**config.mk**
```make
export PLATFORM = sky130hd
export DESIGN_NAME = alu_arbiter
export DESIGN_NICKNAME = d
export VERILOG_FILES = /design/src/rtl/alu_arbiter.sv
export SDC_FILE = /design/constraint.sdc
export NUM_CORES = 1
export LEC_CHECK = 0
export CAP_MARGIN = 20
export CORE_MARGIN = 5
export CORE_UTILIZATION = 50
export DETAILED_ROUTE_END_ITERATION = 8
export HOLD_SLACK_MARGIN = 0.06
export PLACE_DENSITY = 0.8
export REMOVE_ABC_BUFFERS = 1
export SLEW_MARGIN = 40
export SYNTH_ARGS = -nofsm -noshare
export SYNTH_HDL_FRONTEND = slang
export SYNTH_SLANG_ARGS = --single-unit
```
**constraint.sdc**
```tcl
create_clock -name clk -period 2.2 [get_ports clk]
set_clock_uncertainty 0.15 [all_clocks]
set_input_delay 0.44 -clock clk [delete_from_list [all_inputs] [get_ports clk]]
set_output_delay 0.44 -clock clk [all_outputs]
set_load 0.01 [all_outputs]
```
**src/rtl/alu_arbiter.sv**
```systemverilog
// Two-requester ALU front end: arbitrates, executes one op at a time, holds result until accepted.
// Define ALU_ARBITER_FIXED_PRI_EN for fixed priority (requester 0 wins); default is round-robin.
module alu_arbiter #(
    parameter int N = 4
) (
    input  logic           clk,
    input  logic           rst_n,
    input  logic [1:0]     req_valid,
    output logic [1:0]     req_ready,
    input  logic [2*N-1:0] req_a,
    input  logic [2*N-1:0] req_b,
    input  logic [5:0]     req_op,
    output logic [1:0]     rsp_valid,
    input  logic [1:0]     rsp_ready,
    output logic [N-1:0]   rsp_y,
    output logic           rsp_ovf,
    output logic           busy
);

    typedef enum logic [1:0] {
        IDLE = 2'b00,
        EXEC = 2'b01,
        RESP = 2'b10
    } state_t;

    typedef enum logic [2:0] {
        OP_ADD = 3'b000,
        OP_SUB = 3'b001,
        OP_DEC = 3'b010,
        OP_INC = 3'b011,
        OP_NOT = 3'b100,
        OP_AND = 3'b101,
        OP_OR  = 3'b110,
        OP_XOR = 3'b111
    } op_t;

    localparam logic [N-1:0] ONE = {{(N-1){1'b0}}, 1'b1};

    state_t       state_q, state_d;
    logic [N-1:0] a_q, b_q, y_q;
    op_t          op_q;
    logic         owner_q;
    logic         ovf_q;

    logic         pri_sel;
    logic         grant_any;
    logic         grant_idx;

    logic [N:0]   sum_w, diff_w;
    logic [N-1:0] alu_y;
    logic         alu_ovf;

`ifdef ALU_ARBITER_FIXED_PRI_EN
    assign pri_sel = 1'b0;
`else
    logic rr_q;

    // Pointer names the requester that wins the next contention.
    always_ff @(posedge clk or negedge rst_n) begin
        if (!rst_n) begin
            rr_q <= 1'b0;
        end else if (grant_any) begin
            rr_q <= ~grant_idx;
        end
    end

    assign pri_sel = rr_q;
`endif

    // Grants exist only in IDLE and never while reset is held, so req_ready reads 0 under reset.
    always_comb begin
        // NOTE: every output of a combinational block gets a default first, so no path infers a latch.
        grant_any = 1'b0;
        grant_idx = 1'b0;
        if (rst_n && state_q == IDLE) begin
            unique case (req_valid)
                2'b01:   begin grant_any = 1'b1; grant_idx = 1'b0;    end
                2'b10:   begin grant_any = 1'b1; grant_idx = 1'b1;    end
                2'b11:   begin grant_any = 1'b1; grant_idx = pri_sel; end
                default: begin grant_any = 1'b0; grant_idx = 1'b0;    end
            endcase
        end
    end

    assign req_ready = grant_any ? (2'b01 << grant_idx) : 2'b00;

    always_comb begin
        state_d = state_q;
        unique case (state_q)
            IDLE:    if (grant_any) state_d = EXEC;
            EXEC:    state_d = RESP;
            RESP:    if (rsp_ready[owner_q]) state_d = IDLE;
            default: state_d = IDLE;
        endcase
    end

    // Carry and borrow both come from bit N of a zero-extended (N+1)-bit result.
    always_comb begin
        sum_w   = {1'b0, a_q} + {1'b0, b_q};
        diff_w  = {1'b0, a_q} - {1'b0, b_q};
        alu_y   = '0;
        alu_ovf = 1'b0;
        unique case (op_q)
            OP_ADD:  begin alu_y = sum_w[N-1:0];  alu_ovf = sum_w[N];  end
            OP_SUB:  begin alu_y = diff_w[N-1:0]; alu_ovf = diff_w[N]; end
            OP_DEC:  alu_y = a_q - ONE;
            OP_INC:  alu_y = a_q + ONE;
            OP_NOT:  alu_y = ~a_q;
            OP_AND:  alu_y = a_q & b_q;
            OP_OR:   alu_y = a_q | b_q;
            OP_XOR:  alu_y = a_q ^ b_q;
            default: alu_y = '0;
        endcase
    end

    always_ff @(posedge clk or negedge rst_n) begin
        if (!rst_n) begin
            state_q <= IDLE;
            a_q     <= '0;
            b_q     <= '0;
            op_q    <= OP_ADD;
            owner_q <= 1'b0;
            y_q     <= '0;
            ovf_q   <= 1'b0;
        end else begin
            // NOTE: state registers use non-blocking assignments so all flops update from pre-edge values.
            state_q <= state_d;
            if (grant_any) begin
                a_q     <= req_a[grant_idx*N +: N];
                b_q     <= req_b[grant_idx*N +: N];
                op_q    <= op_t'(req_op[grant_idx*3 +: 3]);
                owner_q <= grant_idx;
            end
            if (state_q == EXEC) begin
                y_q   <= alu_y;
                ovf_q <= alu_ovf;
            end
        end
    end

    assign rsp_valid = (state_q == RESP) ? (2'b01 << owner_q) : 2'b00;
    assign rsp_y     = y_q;
    assign rsp_ovf   = ovf_q;
    assign busy      = (state_q != IDLE);

endmodule

```
==> summary.md, run 1 <==
| Metric | Value |
|---|---|
| I/O Buffers | 37 |
| Ranking of synthesized cells by area | dfrtp_1 (31%), ha_1 (11%), a221o_1 (5.0%) |
| Layout cell share with drive strength beyond 1 | 0.149 |
| Global placement routability congestion | 0.830 |
| Fin cells | 265 |
| Switching share of total power | 0.452 |
| Routed wire length | 4290 um |
| DRT iter0 DRCs | 79 |
| Hold Fails Final Rpt | 0 |
| Dpl cells | 257 |
| GRT Overall Usage | 0.205 |
| Syn. warnings | 0 |
| Sequential power share | 0.230 |
| Simple-gate share of the synthesized area | 0.193 |
| Area growth from synthesis to layout | 33.7% |
| Detail Placement HPWL | 3150 um |
| Post-DP Area | 0.00203 mm2 |
| Grt total ovfl | 0 |
| FFs w/ async S/R, synth | 1.00 |
| Routed length per instance | 16.2 um |
| Initial antenna violation count | 0 |
| Residual DRC count | 0 |
| Logic pwr share | 0.665 |
| Worst Setup Start Kind | register |
| Fin nets | 267 |
| Pre-CTS WS | -415 ps |
| Clock power frac | 0.105 |
| Crit path capture type | register |
| CP arrival | 2180 ps |
| Fmax achieved | around 470 MHz |
| Leak Pwr | about 1.0 nW |
| Flops & latches, synth | 20 |
| Prevailing post-synth register cell | dfrtp_1 |
| Hold Path Class | in2async |
| Post-Synthesis Cells | 176 |
| Netlist cell types | 47 |
| Post-Synth XOR/XNOR Area | 0.0110 |
| Cts hold-fix bufs | 0 |
| Routed via count | 1489 |
| Critical Path RT | 2270 ps |
| Min Clock Period, post-route | ~2100 ps |
| H-tree levels | 1 |
| Period utilization | 0.961 |
| Most frequent cells after synthesis | dfrtp_1 (20), nor2_1 (19), inv_1 (15) |
| Root Buffer | clkbuf_4 |
| Die area | between 0.004 and 0.005 mm2 |
| Router iterations before antenna repair | 4 |
| Synth Area in Compound Gates | 0.238 |
| Insertion delay to the later sink of the worst-skew pair | 320 ps |
| Width of the die | roughly 66 um |
| Design area | 0.00212 mm2 |
| Int Power | about 0.0017 W |
| Cell Pwr Density | 1450 mW/mm2 |
| Setup violations, final | 0 |
| Clk buf depth | 2 |
| Antenna violation net count after detailed routing | 0 |
| Initial Util | 0.520 |
| Kind of critical path | reg2reg |
| Reg2Reg Depth | 7 |
| Slew Limit Fails | 0 |
| Worst VDD drop | 0.000766 V |
| Rel. slew slack | 0.773 |
| Worst slew pin tran | 338 ps |
| Core region area | 0.00305 mm2 |
| Die H | between 60 and 70 um |
| Num Clock Sinks | 20 |
| CP max FO | 5 |
| Mux contribution to synthesized area | 0.0197 |
| Number of global-route vias before repair | 1466 |
| Largest family of logic cells by synthesized area | compound AO/OA/AOI/OAI gates |
| Total Power | 0.00308 W |
| Ant diodes | 0 |
| Max Cap Violations | 0 |
| Row cnt | 20 |
| Post-synthesis adder-cell area fraction | 0.148 |
| Final worst slack | roughly 85 ps |
| Global-route wire length before repair | roughly 7000 um |
| Share of the synthesized area in the top cell type | 0.315 |
| Post-synth EDFFs | 0 |
| Run status | completed |
| Seq/Total Area, Yosys | 0.315 |
| Clk slew on worst S/H paths | ~140 ps |
| Mapped Area | 0.00159 mm2 |
| Switching power | 0.00139 W |
| Syn Area/Cell | 9.03 um2 |
| Largest net degree at the start of global routing | 23 |
| Count leader, synth | dfrtp_1 |
| Area leader, netlist | dfrtp_1 |
| Vias per std cell | 5.62 |
| CTS tree | done |
| Cts bufs inserted | 3 |
| I/O Pins | 38 |
==> cells by family (layout without fill, tap and decap cells) <==
group | Yosys count | count (layout)
flops | 20 | 20
simple gates | 55 | 55
mux | 3 | 3
compound gates | 53 | 53
buf+inv | 26 | 71
xor+xnor | 2 | 2
fa+ha+maj | 17 | 17
==> flip-flops by register name (all words and copies together), names as in the netlist <==
signal	count
rsp_ovf	1
a_q	4
owner_q	1
state_q	2
op_q	3
rsp_y	4
pri_sel	1
b_q	4
==> layout by cell type (no fill, tap or decap), types with 2 or more instances in the layout <==
cell type / netlist / layout
o31ai_1: 2 / 2
o21ai_0: 8 / 7
a31oi_1: 3 / 3
inv_1: 15 / 15
clkbuf_4: 0 / 3
a22o_1: 3 / 3
buf_4: 0 / 14
mux2i_1: 2 / 2
clkdlybuf4s50_1: 0 / 31
nand2_1: 4 / 4
fa_1: 3 / 3
a21oi_1: 11 / 11
or2_2: 3 / 3
o21bai_1: 2 / 2
a21o_1: 4 / 4
nor3b_1: 2 / 2
ha_1: 14 / 14
or3b_2: 2 / 2
dfrtp_1: 20 / 17
a221o_1: 8 / 8
o211ai_1: 2 / 2
nor2b_1: 2 / 2
dlygate4sd2_1: 0 / 3
nand2b_1: 7 / 7
dfrtp_2: 0 / 3
nand3b_1: 2 / 2
nor2_1: 19 / 19
a211o_1: 2 / 2
and3_1: 4 / 3
nand3_1: 3 / 3
==> power by group through the flow <==
stage / Clock [W] / Combinational (W) / Sequential (W)
detailed placement: 0 / 0.00195 / 0.000703
finish: 0.000323 / 0.00205 / 0.000710
global route: 0.000337 / 0.00226 / 0.000734
global placement: 0 / 0.00186 / 0.000680
CTS: 0.000321 / 0.00198 / 0.000703
floorplan: 0 / 0.00124 / 0.000762
==> stage by stage <==
| step | hold slack, ps | TNS, ps | utilization |
|---|---|---|---|
| 2_1_floorplan | -5.59 | 0 | - |
| 3_3_place_gp | 312 | -1060 | 0.665 |
| 3_5_place_dp | 320 | -1650 | 0.665 |
| 4_1_cts | 138 | 0 | 0.686 |
| 5_1_grt | 162 | -1.60 | 0.696 |
| 6_report | 102 | 0 | 0.696 |
==> what timing repair did <==
action                     in CTS  in global routing
pin swaps                       1                  2
buffers inserted                0                  4
resized for setup              11                  5
cloned                          0                  0
setup endpoints to repair       4                  5
==> final cells by class <==
| class | count | area (um2) |
|---|---|---|
| Multi-Input combinational cell | 130 | 983 |
| Fill cell | 261 | 928 |
| Sequential cell | 20 | 504 |
| Timing Repair Buffer | 51 | 469 |
| Inverter | 16 | 60.1 |
| Tap cell | 44 | 55.1 |
| Clock inverter | 1 | 30.0 |
| Clock buffer | 3 | 22.5 |
==> per-layer routing <==
metal / global-route usage / routed length (um) / up-vias
li1: - / - / 713
met4: 0.0457 / 16 / 0
met1: 0.267 / 1870 / 735
met5: 0 / 0 / -
met2: 0.361 / 2240 / 39
met3: 0.0204 / 168 / 2
==> critical path, stage by stage, from the launching register on <==
cell     delay [ps]
dfrtp_1         440
inv_1            80
ha_1            230
fa_1            480
nor2_1           40
o31ai_1         270
a21oi_1          80
o31a_1          240
==> worst paths after layout <==
kind	start	end	slack (ps)
worst min register to register	rsp_y[0]$_DFFE_PN0N_	rsp_y[0]$_DFFE_PN0N_	340
worst max register to register	a_q[0]$_DFFE_PN0P_	rsp_y[1]$_DFFE_PN0N_	90
worst max-delay path	a_q[0]$_DFFE_PN0P_	rsp_y[1]$_DFFE_PN0N_	90
min in group clk	rsp_y[0]$_DFFE_PN0N_	rsp_y[0]$_DFFE_PN0N_	340
max in group asynchronous	rst_n	a_q[1]$_DFFE_PN0P_	1560
worst min-delay path	rst_n	rsp_ovf$_DFFE_PN0N_	100
Power figures use the tool's default switching activity.
==> run 2: changes to the inputs <==
Settings changed: GPL_ROUTABILITY_DRIVEN from default to 0.
==> results of run 2 <==
Same layout as run 1: the final DEF is identical, and so are final timing and power.
==> run 3: changes to the inputs <==
Settings changed: CORE_MARGIN 5 to default, CORE_UTILIZATION 50 to 63, DONT_BUFFER_PORTS from default to 1, PLACE_DENSITY 0.8 to 0.79.
==> run 3 against run 2 <==
- core utilization rose by 3.5 points
- combinational power fell by 12%
- sequential cell count did not move
- largest power group unchanged
- global-route usage rose by 8.0 points
- clock-buffer cell count rose by 1
- largest cell class unchanged
- worst hold slack got worse by 1.6 ps
- fmax barely moved
- clock power fell by 32%
- critical path depth did not move
- cell count fell by 22%
- sequential power barely moved
==> summary.md, run 3 (synthesis results as in run 1) <==
| Metric | Value |
|---|---|
| Most frequent cells in the layout | dfrtp_1 (20), nor2_1 (19), inv_1 (13), ha_1 (13), a21oi_1 (11) |
| Period utilization | 0.962 |
| Crit path capture type | register |
| Largest stage delay, worst path | 460 ps |
| Final Util | 0.731 |
| Critical Path RT | 2250 ps |
| Width of the die | 52.2 um |
| Fmax achieved | ~470 MHz |
| Residual DRC count | 0 |
| Routed length per instance | 17.0 um |
| # fillers | 172 |
| Worst VDD drop | 0.00119 V |
| Total Power | 0.00273 W |
| WP buf/inv | 1 |
| Detail Placement HPWL | ~2600 um |
| Worst-path cell chain | ha_2, inv_1, fa_1, or2_2, and3_1, o21ai_0, a31oi_1 |
| Die H | 52.2 um |
| Die area | 0.00273 mm2 |
| Insertion delay to the later sink of the worst-skew pair | between 300 and 400 ps |
| Initial Util | 0.692 |
| Setup violations, final | 0 |
| Hold_ws | between 100 and 150 ps |
| Core region area | 0.00230 mm2 |
| Worst slew pin tran | around 450 ps |
| Ant diodes | 0 |
| I/O Pins | 38 |
| Routed wire length | roughly 3500 um |
| Kind of critical path | reg2reg |
| Area growth from synthesis to layout | 5.67% |
| Min Clock Period, post-route | 2120 ps |
| Hold Fails Final Rpt | 0 |
| CTS tree | done |
| Fin nets | 225 |
| Number of global-route vias before repair | about 1300 |
| Leak Pwr | 0.804 nW |
| Cell Pwr Density | about 1600 mW/mm2 |
| Cts bufs inserted | 3 |
| Clk buf depth | 2 |
| Final worst slack | approximately 83 ps |
| Pre-CTS WS | 55.2 ps |
| Family with the most delay on the worst path | adder cells |
| FF+latch area | 500 um2 |
| H-tree levels | 1 |
| Num Clock Sinks | 20 |
| Largest net degree at the start of global routing | 23 |
| Setup TNS | 0 ps |
| Grt total ovfl | 0 |
| Layout cell share with drive strength beyond 1 | 0.145 |
| Rel. slew slack | 0.698 |
| Global-route wire length before repair | 5520 um |
| Area used by multi-input combinational logic | approximately 980 um2 |
| Worst Setup Start Kind | register |
| Antenna violation net count after detailed routing | 0 |
| Root Buffer | clkbuf_4 |
| Hold Path Class | in2reg |
| Routed via count | 1300 |
| Slew Limit Fails | 0 |
| Vias per std cell | 6.28 |
| Commonest non-fill, non-tap cell in the layout | dfrtp_1 |
| Clk slew on worst S/H paths | 120 ps |
| GRT Overall Usage | 0.284 |
| Router iterations before antenna repair | 4 |
| Initial antenna violation count | 0 |
| CP max FO | 5 |
| Run status | completed |
| DRT iter0 DRCs | 45 |
| I/O Buffers | 0 |
| Max Cap Violations | 0 |
| Row cnt | 17 |
| R2r setup slk | 80 ps |
| Critical Path Slowest Stage Cell | dfrtp_1 |
| CP arrival | about 2200 ps |
==> run 3: report_power, final <==
group / switching [W] / internal (W)
Sequential: 0.000173 / 0.000539
Combinational: 0.00102 / 0.000786
Clock: 0.000118 / 0.000101
==> run 3: what timing repair did <==
| item | in CTS | in global routing |
|---|---|---|
| hold endpoints to repair | 20 | 20 |
| buffers inserted | 0 | 2 |
| hold buffers | 1 | 1 |
| endpoints found under the setup margin | 0 | 2 |
| resized for setup | 0 | 5 |
==> run 3: final timing paths <==
check,cells after the start,to,from
worst min register to register,2,pri_sel$_DFFE_PN0P_,pri_sel$_DFFE_PN0P_
worst min-delay path,1,op_q[0]$_DFFE_PN0P_,req_op[0]
max in group asynchronous,2,pri_sel$_DFFE_PN0P_,rst_n
worst max-delay path,7,rsp_y[2]$_DFFE_PN0N_,a_q[0]$_DFFE_PN0P_
worst max register to register,7,rsp_y[2]$_DFFE_PN0N_,a_q[0]$_DFFE_PN0P_
min in group asynchronous,2,rsp_y[0]$_DFFE_PN0N_,rst_n
==> run 3: worst register-to-register path: stages (launching register included) <==
cell and delay, ps:
dfrtp_1 460, ha_2 230, inv_1 70, fa_1 370, or2_2 300, and3_1 180, o21ai_0 170, a31oi_1 100
==> run 3: routing by layer <==
layer | vias up | part of all wire | global-route usage
met1 | 608 | 0.45 | 0.373
li1 | 633 | - | -
met4 | 0 | 0.0051 | 0.0877
met5 | - | 0 | 0
met3 | 2 | 0.062 | 0.0435
met2 | 57 | 0.48 | 0.481
==> run 3: layout make-up <==
| class | count | share of cell area |
|---|---|---|
| Tap cell | 28 | 0.0209 |
| Clock buffer | 4 | 0.0216 |
| Inverter | 16 | 0.0358 |
| Timing Repair Buffer | 9 | 0.0402 |
| Multi-Input combinational cell | 130 | 0.583 |
| Sequential cell | 20 | 0.298 |
==> run 3: stage by stage <==
stage / cell area (um2) / cells
after floorplan: 1530 / 166
after global placement: 1600 / 199
after detailed placement: 1600 / 199
after CTS: 1650 / 204
after global routing: 1680 / 207
final: 1680 / 207
